File: config.mk
export PLATFORM = sky130hd
export DESIGN_NAME = dpram_fifo_ctrl
export DESIGN_NICKNAME = d
export VERILOG_FILES = /design/src/rtl/fifo_pkg.sv /design/src/rtl/rr_arb2.sv /design/src/rtl/dpram_fifo_ctrl.sv
export SDC_FILE = /design/constraint.sdc
export NUM_CORES = 1
export LEC_CHECK = 0
export BUFFER_PORTS_ARGS = -buffer_cell sky130_fd_sc_hd__buf_2
export CORE_ASPECT_RATIO = 1.75
export CORE_UTILIZATION = 38
export CTS_CLUSTER_SIZE = 16
export DETAILED_ROUTE_END_ITERATION = 10
export PLACE_DENSITY = 0.8
export RECOVER_POWER = 25
export SLEW_MARGIN = 10
export SYNTH_ARGS = -nofsm -noshare
export SYNTH_HDL_FRONTEND = slang
export SYNTH_SLANG_ARGS = --single-unit
File: constraint.sdc
create_clock -name clk -period 3.2 [get_ports clk]
set_clock_uncertainty 0.15 [all_clocks]
set_input_delay 0.96 -clock clk [delete_from_list [all_inputs] [get_ports clk]]
set_output_delay 0.96 -clock clk [all_outputs]
set_load 0.005 [all_outputs]
File: src/rtl/fifo_pkg.sv
// Shared defaults and grant encoding for the dual-port-RAM FIFO controller.
package fifo_pkg;

  localparam int unsigned FIFO_DW    = 16;
  localparam int unsigned FIFO_AW    = 3;
  localparam int unsigned FIFO_DEPTH = 2 ** FIFO_AW;
  localparam int unsigned FIFO_CW    = FIFO_AW + 1;

  typedef enum logic [1:0] {
    GNT_NONE = 2'd0,
    GNT_WR   = 2'd1,
    GNT_RD   = 2'd2
  } gnt_e;

endpackage

File: src/rtl/rr_arb2.sv
// Two-requester round-robin arbiter: write vs read access to the single RAM port pair.
module rr_arb2
  import fifo_pkg::*;
(
  input  logic clk,
  input  logic rst,
  input  logic clr_i,
  input  logic req_wr_i,
  input  logic req_rd_i,
  output gnt_e gnt_o
);

  logic prio_q, prio_d;

  // prio only advances when both sides contend, giving strict alternation.
  always_comb begin
    gnt_o  = GNT_NONE;
    prio_d = prio_q;
    if (clr_i) begin
      prio_d = 1'b0;
    end else if (req_wr_i && req_rd_i) begin
      gnt_o  = prio_q ? GNT_RD : GNT_WR;
      prio_d = ~prio_q;
    end else if (req_wr_i) begin
      gnt_o = GNT_WR;
    end else if (req_rd_i) begin
      gnt_o = GNT_RD;
    end
  end

  always_ff @(posedge clk or posedge rst) begin
    if (rst) prio_q <= 1'b0;
    else     prio_q <= prio_d;
  end

endmodule

File: src/rtl/dpram_fifo_ctrl.sv
// FIFO controller driving an 8x16 dual-port RAM; one RAM operation per cycle, 1-cycle read latency.
module dpram_fifo_ctrl
  import fifo_pkg::*;
#(
  parameter int unsigned DW = FIFO_DW,
  parameter int unsigned AW = FIFO_AW
) (
  input  logic          clk,
  input  logic          rst,
  input  logic          flush,
  input  logic          in_valid,
  input  logic [DW-1:0] in_data,
  output logic          in_ready,
  output logic          out_valid,
  output logic [DW-1:0] out_data,
  input  logic          out_ready,
  output logic          ram_we,
  output logic          ram_rd,
  output logic [AW-1:0] ram_waddr,
  output logic [AW-1:0] ram_raddr,
  output logic [DW-1:0] ram_wdata,
  input  logic [DW-1:0] ram_rdata,
  output logic [AW:0]   count,
  output logic          full,
  output logic          empty
);

  localparam logic [AW:0] DEPTH_C = (AW + 1)'(2 ** AW);

  logic [AW-1:0] wptr_q, wptr_d;
  logic [AW-1:0] rptr_q, rptr_d;
  logic [AW:0]   count_q, count_d;
  logic          out_valid_q, out_valid_d;
  logic          wreq, rreq, wr_gnt, rd_gnt;
  gnt_e          gnt;

  assign full  = (count_q == DEPTH_C);
  assign empty = (count_q == '0);
  assign wreq  = in_valid && !full;
  assign rreq  = !empty && (!out_valid_q || out_ready);

  // rst also blocks grants so the RAM strobes drop the instant reset asserts.
  rr_arb2 u_arb (
    .clk     (clk),
    .rst     (rst),
    .clr_i   (flush || rst),
    .req_wr_i(wreq),
    .req_rd_i(rreq),
    .gnt_o   (gnt)
  );

  assign wr_gnt = (gnt == GNT_WR);
  assign rd_gnt = (gnt == GNT_RD);

  always_comb begin
    wptr_d      = wptr_q;
    rptr_d      = rptr_q;
    count_d     = count_q;
    out_valid_d = out_valid_q;
    if (flush) begin
      wptr_d      = '0;
      rptr_d      = '0;
      count_d     = '0;
      out_valid_d = 1'b0;
    end else begin
      if (wr_gnt) begin
        wptr_d  = wptr_q + 1'b1;
        count_d = count_q + 1'b1;
      end
      // A read refills the output stage in the same cycle it is consumed.
      if (rd_gnt) begin
        rptr_d      = rptr_q + 1'b1;
        count_d     = count_q - 1'b1;
        out_valid_d = 1'b1;
      end else if (out_valid_q && out_ready) begin
        out_valid_d = 1'b0;
      end
    end
  end

  always_ff @(posedge clk or posedge rst) begin
    if (rst) begin
      wptr_q      <= '0;
      rptr_q      <= '0;
      count_q     <= '0;
      out_valid_q <= 1'b0;
    end else begin
      wptr_q      <= wptr_d;
      rptr_q      <= rptr_d;
      count_q     <= count_d;
      out_valid_q <= out_valid_d;
    end
  end

  assign in_ready  = wr_gnt;
  assign ram_we    = wr_gnt;
  assign ram_rd    = rd_gnt;
  assign ram_waddr = wptr_q;
  assign ram_raddr = rptr_q;
  assign ram_wdata = in_data;
  assign out_data  = ram_rdata;
  assign out_valid = out_valid_q;
  assign count     = count_q;

endmodule

======== After elaboration in Yosys (flattened, before gate mapping) ========
Cells that the tools add are included.
word-level totals
  output and inout bits ................... 48
  register bits after elaboration ......... 12
  word-level logic and storage cells ...... 45
  input bits .............................. 37
cells by class
  eq/ne operators ......................... 3
  reductions and logical operators ........ 15
  bitwise operators ....................... 1
  muxes and demuxes ....................... 17
  $add $sub $neg .......................... 4
operator list
  operator             number
  $mux 3               4
  $mux 4               3
  $mux 2               5
  $add 3x1->3 const B  2
  $reduce_bool 2->1    3
  $reduce_bool 3->1    2
  $mux 1               5
  $add 4x1->4 const B  1
  $eq 4x4->1 const B   1
  $logic_and 1x1->1    4
  $logic_not 4->1      1
  $sub 4x1->4 const B  1
  $logic_not 1->1      3
  $eq 2x1->1 const B   1
  $eq 2x2->1 const B   1
  $logic_or 1x1->1     2
  $not 1->1            1

======== Logic depth before layout (Yosys ltp) ========
Gate-level depths: netlist (run 1).
  depth after elaboration ................. 11
  depth in mapped cells ................... 10
  depth with buffers taken out ............ 10

======== Hierarchy ========
A second synthesis (run 1) with hierarchy kept.
unflattened totals
  cells, all modules ...................... 110
  area, all modules ....................... 991.0 µm²
modules (own cells, without submodules)
  module           times used  cells each  area an instance (µm²)  sequential area each (µm²)
  dpram_fifo_ctrl  1           101         910.9                   275.3
  rr_arb2          1           9           80.1                    25.0

======== Least setup slack after synthesis (run 1) ========
Ideal clock, no wire load.
  path kind ............................... input -> register
  start ................................... input port in_valid
  end ..................................... register count_q[3] (netlist: count[3])
  buffers on the path ..................... 0
  library setup time ...................... 81 ps
  required time ........................... 2969 ps
  data arrival time ....................... 2673 ps
  slack ................................... 297 ps
  stages .................................. 9
  cells stage by stage .................... or3b_1 > nand3_1 > inv_1 > ha_1 > a21o_1 > a21oi_1 > nand4_1 > and3_1 > nor3_2
between the ends
  cells in the longest elaborated chain, start to end .. 7
  elaborated cells on any way between the ends .. 10
  classes of those cells .................. 2 x eq/ne; 5 x mux; 3 x reduce/logical
RTL lines
  item                                                line                          RTL
  start, declared                                     dpram_fifo_ctrl.sv:11         input logic in_valid,
  $logic_and 1x1->1 *                                 dpram_fifo_ctrl.sv:39         assign wreq = in_valid && !full;
  $mux 2 / $logic_and 1x1->1 (equally long branches)  rr_arb2.sv:24, rr_arb2.sv:21
  $mux 2 *                                            rr_arb2.sv:21                 end else if (req_wr_i && req_rd_i) begin
  $mux 2 *                                            rr_arb2.sv:19                 if (clr_i) begin
  $eq 2x2->1 *                                        dpram_fifo_ctrl.sv:53         assign rd_gnt = (gnt == GNT_RD);
  named net ram_rd                                    dpram_fifo_ctrl.sv:18         output logic ram_rd,
  $mux 4                                              dpram_fifo_ctrl.sv:71         if (rd_gnt) begin
  $mux 4                                              dpram_fifo_ctrl.sv:60         if (flush) begin
  end signal, assigned                                dpram_fifo_ctrl.sv:90         count_q <= count_d;
  end, declared                                       dpram_fifo_ctrl.sv:32         logic [AW:0] count_q, count_d;
Mark *: on every way through the listed nets, which the timed path passes. The rest lies on a longest branch.
A chain may end at the register's enable or synchronous reset.

======== Worst setup path in the final report (run 1) ========
  start ................................... input port rst
  end ..................................... output port ram_we
between the ends
  cells in the longest elaborated chain, start to end .. 3
RTL lines
  item              line                   RTL
  start, declared   dpram_fifo_ctrl.sv:9   input logic rst,
  $logic_or 1x1->1  dpram_fifo_ctrl.sv:46  .clr_i (flush || rst),
  $mux 2            rr_arb2.sv:19
  $eq 2x1->1        dpram_fifo_ctrl.sv:52  assign wr_gnt = (gnt == GNT_WR);
  end, declared     dpram_fifo_ctrl.sv:17  output logic ram_we,
Every way passes these cells.

==> impl_metrics.env, run 1 <==
export IMPL_setup_viol=0
export IMPL_start_util_pct=39.7
export IMPL_syn_num_nets=143
export IMPL_leakage_nw=0.476
export IMPL_dr_pass1_iters=2
export IMPL_final_hold_viol_count=0
export IMPL_r2r_end="count[3]"
export IMPL_path_clk_slew_ns=0.05
export IMPL_worstHoldEndpoint="ram_raddr[0]"
export IMPL_crit_arrival_ns=1.97
export IMPL_coreArea_um2=2460
export IMPL_synthMuxAreaShare_pct=4.48
export IMPL_rr_worst_depth=10
export IMPL_dp_hpwl_um=1350
export IMPL_rows=24
export IMPL_final_max_slew_viol_count=0
export IMPL_grt_overflow_total=0
export IMPL_portBuffers=20
export IMPL_synth_cell_types=34
export IMPL_insertion_delay_ns=0.24
export IMPL_cts_tree="done"
export IMPL_hold_path_startpoint="ram_raddr[0]"
export IMPL_cts_hold_buf=0
export IMPL_grt_setup_unrepaired="no"
export IMPL_synth_compound_area_share_pct=4.48
export IMPL_grt_pass1_vias=682
export IMPL_syn2layout_area_growth_pct=-6.01
export IMPL_relSlewSlack_pct=67.9
export IMPL_synth_edf_count=0
export IMPL_drt_vias_per_instance=5.30
export IMPL_synth_xor_xnor_area_share_pct=4.48
export IMPL_drt_wirelength_per_cell_um=15.0
export IMPL_synthArstFlopShare_pct=100
export IMPL_cts_max_path_buffers=2
export IMPL_die_w_um=40.4
export IMPL_die_area_um2=2790
export IMPL_wirelength_um=1780
export IMPL_drc=0
export IMPL_period_share_pct=96.2
export IMPL_grt_antenna_before_repair=0
export IMPL_ir_worst_vdd_v=0.000270
export IMPL_hp_class="register to register"
export IMPL_whs_path_depth=1
export IMPL_ff2ff_setup_slack_ns=0.47
export IMPL_startpoint_type="input pin"
export IMPL_worst_setup_path_type="input pin to output pin"
export IMPL_ys_top_cells_by_area="dfrtp_1 31%, buf_4 25%, ha_1 5.1%, mux2_1 3.5%, nor2_1 2.7%"
export IMPL_grt_pass1_wl_um=2890
export IMPL_cp_required_ns=2.09
export IMPL_cts_buffers=3
export IMPL_status="complete, no violations"
export IMPL_end_kind="output pin"
export IMPL_synth_simple_gate_area_share_pct=20.3
export IMPL_synth_seq_cells=12
export IMPL_ioPinCount=85
export IMPL_synth_warnings=0
export IMPL_fin_util_pct=37.3
export IMPL_setup_ws_ns=0.122
export IMPL_clkSinkCount=12
export IMPL_drt_initial_drc_count=14
export IMPL_fin_nets=136
export IMPL_swShare_pct=33.0
export IMPL_syn_area_per_cell_um2=9.69
export IMPL_internal_power_uw=380
export IMPL_htree_levels=1
export IMPL_post_cts_buffers=0
export IMPL_pre_cts_ws_ns=0.109
export IMPL_gp_congestion=0.789
export IMPL_netlist_instances=101
export IMPL_post_cts_resized=0
export IMPL_vias=631
export IMPL_holdWs_ns=0.365
export IMPL_fin_cells=119
export IMPL_p_seq_share_pct=37.3
export IMPL_dieHeight_um=69.1
export IMPL_antenna_cells=0
export IMPL_place_inst=115
export IMPL_path_max_fanout=5
export IMPL_clock_root_buffer="clkbuf_8"
export IMPL_fmax_mhz=325
export IMPL_r2r_start="count[0]"
export IMPL_post_synth_top_area_fraction_pct=30.7
export IMPL_drive_gt1_share_pct=32.3
export IMPL_syn_area_um2=978
export IMPL_synth_top_family_by_area="buffers and inverters"
export IMPL_fin_crit_ns=3.08
export IMPL_synth_seq_area_share_pct=30.7
export IMPL_synth_adder_area_share_pct=7.16
export IMPL_yosys_area_top_type="dfrtp_1"
export IMPL_clock_power_share_pct=29.4
export IMPL_pwr_share_comb_pct=33.3
export IMPL_grt_max_degree=14
export IMPL_final_antenna_net_count=0
export IMPL_synth_ff_type="dfrtp_1"
export IMPL_grt_usage_pct=14.3
export IMPL_pwr_density_cell_nw_per_um2=616
export IMPL_setup_tns_ns=0
export IMPL_drv_cap=0
export IMPL_tightest_slew_ns=0.481
export IMPL_switchingPower_uw=187
state kept, by name, indices dropped and copies added, names as in the netlist:
| name | count |
|---|---|
| u_arb.prio_q | 1 |
| ram_raddr | 3 |
| ram_waddr | 3 |
| count | 4 |
| out_valid | 1 |
layer usage:
metal	GRT usage [%]	up-vias	share of wire, %
met1	15.6	307	37
li1	-	284	-
met2	23.3	24	53
met5	0	-	0
met3	2.57	16	7.0
met4	8.52	0	2.9
cells in the mapped netlist, types with 2 or more instances:
cell	instances
nand3_1	2
a21oi_1	2
o21ai_1	2
nand3b_1	3
xnor2_1	2
mux2_1	3
dfrtp_1	12
buf_4	33
nor2_1	7
nand4_1	2
nor2b_1	2
xor2_1	3
ha_1	4
inv_1	4
power by group through the flow:
stage               logic (mW)  clock network, mW  registers (mW)
finish                   0.189              0.167           0.211
detailed placement       0.189                  0           0.214
global placement         0.182                  0           0.212
floorplan                0.150                  0           0.210
CTS                      0.192              0.170           0.212
global route             0.209              0.174           0.217
worst max-delay path by stage:
stage               slack, ns     start  depth (start not counted)  endpoint
finish                   0.12       rst                          5    ram_we
global route             0.03       rst                          5    ram_we
CTS                      0.13       rst                          5    ram_we
detailed placement       0.11  in_valid                         10  count[3]
global placement         0.20       rst                          5  in_ready
floorplan                0.30  in_valid                          9  count[3]
through the flow:
step                      instance area (um2)  power, mW
after floorplan                           978      0.360
after global placement                    871      0.394
after detailed placement                  871      0.403
after CTS                                 926      0.574
after global routing                      920      0.601
final                                     920      0.566
cell families (layout without fill, tap and decap cells):
family                     count (synthesis)  after routing
AOI/OAI and AO/OA                          7              7
muxes                                      4              4
DFF                                       12             12
buffers and inverters                     39             31
xor gates and xnor gates                   5              5
and+or+nand+nor                           29             29
adders and majority gates                  5              5
cell type report:
type	count	area, um2
Clock buffer	4	55.1
Fill cell	257	1540
Inverter	4	15.0
Multi-Input combinational cell	50	400
Sequential cell	12	300
Tap cell	26	32.5
Timing Repair Buffer	23	116
critical path, stage by stage:
cell	delay (ns)
clkbuf_1	0.12
nor2_1	0.30
and3b_1	0.23
and2_1	0.21
buf_2	0.14
cells in the final DEF (no fill, tap or decap), drive strengths merged:
cell / synthesis / routed
buf: 34 / 20
dfrtp: 12 / 12
nor2: 8 / 8
clkbuf: 1 / 7
inv: 4 / 4
ha: 4 / 4
mux2: 3 / 3
nand3b: 3 / 3
xor2: 3 / 3
nor2b: 3 / 3
o21ai: 3 / 3
xnor2: 2 / 2
nand3: 2 / 2
a21oi: 2 / 2
nand4: 2 / 2
nor3: 2 / 2
nor4: 1 / 1
nand2b: 1 / 1
nor4b: 1 / 1
o21bai: 1 / 1
or3b: 1 / 1
and3b: 1 / 1
and2: 1 / 1
mux2i: 1 / 1
nand2: 1 / 1
a21o: 1 / 1
nand4b: 1 / 1
and3: 1 / 1
fa: 1 / 1
No activity file was read; power rests on OpenSTA's default activity.
==> run 2, diff against run 1 <==
- CTS_BUF_LIST: unset -> sky130_fd_sc_hd__clkbuf_16
- TNS_END_PERCENT: unset -> 1
==> impl_metrics.env, run 2 (synthesized netlist as in run 1, its figures left out) <==
export IMPL_path_clk_slew_ns=0.04
export IMPL_tightest_slew_ns=0.482
export IMPL_cp_required_ns=2.09
export IMPL_die_w_um=40.4
export IMPL_cts_tree="done"
export IMPL_drt_vias_per_instance=5.34
export IMPL_rows=24
export IMPL_grt_max_degree=14
export IMPL_crit_chain="clkbuf_1 > nor2_1 > and3b_1 > and2_1 > buf_2"
export IMPL_worst_path_buf_inv=2
export IMPL_startpoint_type="input pin"
export IMPL_grt_pass1_vias=660
export IMPL_cts_buffers=3
export IMPL_vias=635
export IMPL_period_share_pct=96.2
export IMPL_antenna_cells=0
export IMPL_switchingPower_uw=200
export IMPL_post_cts_buffers=0
export IMPL_finalPower_uw=636
export IMPL_coreArea_um2=2460
export IMPL_wirelength_um=1800
export IMPL_fill_cells=250
export IMPL_drt_initial_drc_count=24
export IMPL_pwr_share_comb_pct=29.4
export IMPL_cts_hold_buf=0
export IMPL_final_max_slew_viol_count=0
export IMPL_mostFrequentLayoutCells="18 x buf_2, 12 x dfrtp_1, 7 x nor2_1, 4 x inv_1, 4 x ha_1"
export IMPL_final_antenna_net_count=0
export IMPL_grt_overflow_total=0
export IMPL_path_depth=5
export IMPL_hold_path_startpoint="ram_raddr[0]"
export IMPL_cts_max_path_buffers=2
export IMPL_critPathLaunch="rst"
export IMPL_portBuffers=20
export IMPL_leakage_nw=0.485
export IMPL_rr_worst_depth=10
export IMPL_die_area_um2=2790
export IMPL_final_hold_viol_count=0
export IMPL_dp_hpwl_um=1350
export IMPL_grt_setup_unrepaired="no"
export IMPL_grt_pass1_wl_um=2880
export IMPL_p_seq_share_pct=33.4
export IMPL_grt_antenna_before_repair=0
export IMPL_drv_cap=0
export IMPL_pwr_density_cell_nw_per_um2=674
export IMPL_end_kind="output pin"
export IMPL_swShare_pct=31.5
export IMPL_gp_congestion=0.789
export IMPL_final_common_cell="buf_2"
export IMPL_syn2layout_area_growth_pct=-3.58
export IMPL_insertion_delay_ns=0.25
export IMPL_cp_top_family="simple AND/OR/NAND/NOR gates"
export IMPL_fmax_mhz=325
export IMPL_ff2ff_setup_slack_ns=0.49
export IMPL_clock_power_share_pct=37.2
export IMPL_ir_worst_vdd_v=0.000289
export IMPL_drive_gt1_share_pct=31.2
export IMPL_setup_tns_ns=0
export IMPL_setup_viol=0
export IMPL_largest_register_ffs=4
export IMPL_clkSinkCount=12
export IMPL_fin_util_pct=38.3
export IMPL_fin_nets=136
export IMPL_start_util_pct=39.7
export IMPL_worst_setup_path_type="input pin to output pin"
export IMPL_fin_crit_ns=3.08
export IMPL_crit_arrival_ns=1.97
export IMPL_status="complete, no violations"
export IMPL_critPathMaxStageDelay_ns=0.31
export IMPL_path_max_fanout=5
export IMPL_internal_power_uw=436
export IMPL_dr_pass1_iters=2
export IMPL_dieHeight_um=69.1
export IMPL_setup_worst_path_end="ram_we"
export IMPL_htree_levels=1
export IMPL_clock_root_buffer="clkbuf_16"
export IMPL_ioPinCount=85
export IMPL_r2r_end="count[3]"
export IMPL_relSlewSlack_pct=67.8
export IMPL_post_cts_resized=0
export IMPL_crit_slowest_cell="nor2_1"
export IMPL_grt_usage_pct=15.0
export IMPL_drc=0
export IMPL_r2r_start="count[0]"
export IMPL_drt_wirelength_per_cell_um=15.1
export IMPL_hp_class="register to register"
==> run 2: how the worst min path moves through the flow <==
| stage | end | slack [ns] | depth (start not counted) |
|---|---|---|---|
| 5_1_grt | ram_raddr[0] | 0.40 | 1 |
| 3_5_place_dp | ram_raddr[0] | 0.36 | 1 |
| 4_1_cts | ram_raddr[0] | 0.37 | 1 |
| 6_report | ram_raddr[0] | 0.37 | 1 |
| 3_3_place_gp | ram_raddr[0] | 0.34 | 1 |
| 2_1_floorplan | ram_raddr[0] | 0.35 | 1 |
==> run 2: power groups by stage <==
stage,Clock [mW],Combinational (mW),Sequential (mW)
final,0.236,0.187,0.213
after global routing,0.244,0.208,0.218
after CTS,0.239,0.190,0.213
after detailed placement,0,0.189,0.214
after global placement,0,0.182,0.212
after floorplan,0,0.150,0.210
==> run 2: stage by stage <==
step           setup slack (ns)  instances  hold WS, ns  area [um2]
2_1_floorplan             0.297        101        0.346         978
3_3_place_gp              0.198        115        0.339         871
3_5_place_dp              0.109        115        0.362         871
4_1_cts                   0.126        119        0.366         950
5_1_grt                  0.0306        119        0.401         943
6_report                  0.120        119        0.367         943
==> run 2: final cells by class <==
cell class / instances / area [um2] / share of cell area, %
Multi-Input combinational cell: 50 / 400 / 42.4
Sequential cell: 12 / 300 / 31.8
Timing Repair Buffer: 23 / 116 / 12.3
Clock buffer: 3 / 75.1 / 7.96
Tap cell: 26 / 32.5 / 3.45
Inverter: 4 / 15.0 / 1.59
Clock inverter: 1 / 3.75 / 0.398
==> run 2: per-layer routing <==
| layer | share of wire [%] | track usage, % | vias up |
|---|---|---|---|
| met5 | 0 | 0 | - |
| met4 | 4.9 | 11.9 | 0 |
| met1 | 37 | 15.8 | 308 |
| met3 | 7.6 | 4.50 | 17 |
| li1 | - | - | 285 |
| met2 | 50 | 22.6 | 25 |
==> run 3, diff against run 2 <==
- SETUP_SLACK_MARGIN: unset -> 0.3
- SYNTH_HIERARCHICAL: unset -> 1
==> impl_metrics.env, run 3 <==
export IMPL_hp_class="register to register"
export IMPL_netlist_instances=110
export IMPL_clkSinkCount=12
export IMPL_cts_buffers=3
export IMPL_syn_num_nets=151
export IMPL_tightest_slew_ns=0.442
export IMPL_fmax_mhz=330
export IMPL_multi_input_area_um2=465
export IMPL_startpoint_type="input pin"
export IMPL_cts_max_path_buffers=2
export IMPL_pwr_density_cell_nw_per_um2=439
export IMPL_synth_top_family_by_area="buffers and inverters"
export IMPL_drt_vias_per_instance=5.26
export IMPL_yosysMostFrequentCell="buf_4"
export IMPL_synth_xor_xnor_area_share_pct=7.07
export IMPL_grt_usage_pct=16.7
export IMPL_leakage_nw=0.586
export IMPL_final_antenna_net_count=0
export IMPL_final_hold_viol_count=0
export IMPL_finalPower_uw=496
export IMPL_syn_area_um2=991
export IMPL_largest_register_ffs=4
export IMPL_holdWs_ns=0.404
export IMPL_grt_pass1_wl_um=3280
export IMPL_synth_warnings=6
export IMPL_syn_area_per_cell_um2=9.01
export IMPL_dr_pass1_iters=4
export IMPL_crit_arrival_ns=1.92
export IMPL_fin_util_pct=45.3
export IMPL_cp_required_ns=2.09
export IMPL_synth_seq_cells=12
export IMPL_grt_antenna_before_repair=0
export IMPL_period_share_pct=94.7
export IMPL_drt_wirelength_per_cell_um=15.3
export IMPL_end_kind="output pin"
export IMPL_setup_viol=0
export IMPL_synth_adder_area_share_pct=5.05
export IMPL_cts_tree="done"
export IMPL_rows=24
export IMPL_wirelength_um=2120
export IMPL_drt_initial_drc_count=14
export IMPL_ys_top_cells_by_area="dfrtp_1 30%, buf_4 25%, ha_1 5.1%, xor2_1 4.4%, nor2_1 4.2%"
export IMPL_synth_ff_type="dfrtp_1"
export IMPL_yosys_area_top_type="dfrtp_1"
export IMPL_dp_hpwl_um=1500
export IMPL_clock_root_buffer="clkbuf_16"
export IMPL_ioPinCount=85
export IMPL_yosys_top_cells_count="33 x buf_4, 12 x dfrtp_1, 11 x nor2_1"
export IMPL_insertion_delay_ns=0.24
export IMPL_grt_pass1_vias=751
export IMPL_drive_gt1_share_pct=44.2
export IMPL_die_w_um=40.6
export IMPL_synth_simple_gate_area_share_pct=14.6
export IMPL_path_clk_slew_ns=0.04
export IMPL_antenna_cells=0
export IMPL_synth_seq_area_share_pct=30.3
export IMPL_synthMuxAreaShare_pct=3.03
export IMPL_drv_cap=0
export IMPL_syn2layout_area_growth_pct=14.0
export IMPL_fin_nets=156
export IMPL_seq_area_um2=300
export IMPL_post_synth_top_area_fraction_pct=30.3
export IMPL_path_max_fanout=4
export IMPL_relSlewSlack_pct=70.5
export IMPL_synthArstFlopShare_pct=100
export IMPL_coreArea_um2=2490
export IMPL_die_area_um2=2820
export IMPL_fill_cells=233
export IMPL_grt_setup_unrepaired="yes"
export IMPL_mostFrequentLayoutCells="16 x buf_2, 16 x buf_4, 12 x dfrtp_1, 11 x nor2_1"
export IMPL_synth_cell_types=31
export IMPL_ir_worst_vdd_v=0.000251
export IMPL_drc=0
export IMPL_fin_crit_ns=3.03
export IMPL_portBuffers=20
export IMPL_start_util_pct=39.8
export IMPL_worst_setup_path_type="input pin to output pin"
export IMPL_final_max_slew_viol_count=0
export IMPL_grt_overflow_total=0
export IMPL_synth_compound_area_share_pct=10.4
export IMPL_dieHeight_um=69.6
export IMPL_status="complete, no violations"
export IMPL_htree_levels=1
export IMPL_vias=731
export IMPL_grt_max_degree=15
export IMPL_gp_congestion=0.775
export IMPL_synth_edf_count=0
[run 3: logic make-up after synthesis]
logic type | Yosys count
mux | 3
buf+inv | 44
fa+ha+maj | 4
flops | 12
compound gates | 12
simple gates | 27
xor+xnor | 8
[run 3: final timing paths]
path / from / to / slack (ns) / cells past startpoint
hold / removal: ram_raddr[2] / ram_raddr[2] / 0.40 / 2
min in group asynchronous: rst / u_arb/prio_q / 0.52 / 3
hold reg to reg: ram_raddr[2] / ram_raddr[2] / 0.40 / 2
setup reg to reg: count[0] / count[3] / 0.42 / 10
max in group asynchronous: rst / ram_waddr[0] / 1.91 / 3
setup / recovery: rst / in_ready / 0.17 / 6
[run 3: report_power, final]
group / internal (mW) / switching [mW]
clock network: 0.163 / 0.0640
registers: 0.158 / 0.0134
logic: 0.0508 / 0.0465
total: 0.372 / 0.124
[run 3: per-layer routing]
metal	vias to the layer above	wire length [um]	GRT usage (%)	share of wire (%)
met1	340	784	17.7	37
li1	335	-	-	-
met2	27	1050	25.4	49
met3	29	154	1.92	7.3
met5	-	0	0	0
met4	0	133	15.9	6.3
[run 3: critical path, stage by stage]
cell and delay, ns:
clkbuf_1 0.08, or2_4 0.27, inv_2 0.05, o211a_1 0.17
and2b_2 0.25, buf_2 0.13
[run 3: cell type report]
cell class                      count  area share (%)
Clock buffer                        3            6.64
Inverter                            7            2.33
Multi-Input combinational cell     54            41.2
Sequential cell                    12            26.6
Tap cell                           26            2.88
Timing Repair Buffer               37            20.4
[run 3: per-stage QoR]
stage | setup TNS, ns | std cells | area (um2) | setup WS [ns]
CTS | 0 | 135 | 1090 | 0.167
floorplan | 0 | 110 | 1040 | 0.0735
global route | 0 | 139 | 1130 | 0.120
global placement | -0.0483 | 127 | 938 | -0.0252
detailed placement | -0.179 | 127 | 938 | -0.105
finish | 0 | 139 | 1130 | 0.171
[run 3: timing repair]
item                                   4_1_cts  5_1_grt
hold buffers                                 0        0
endpoints found under the hold margin        0        0
buffers inserted                             5        4
resized for setup                            7        4
setup endpoints to repair                    4        5
pin swaps                                    2        2
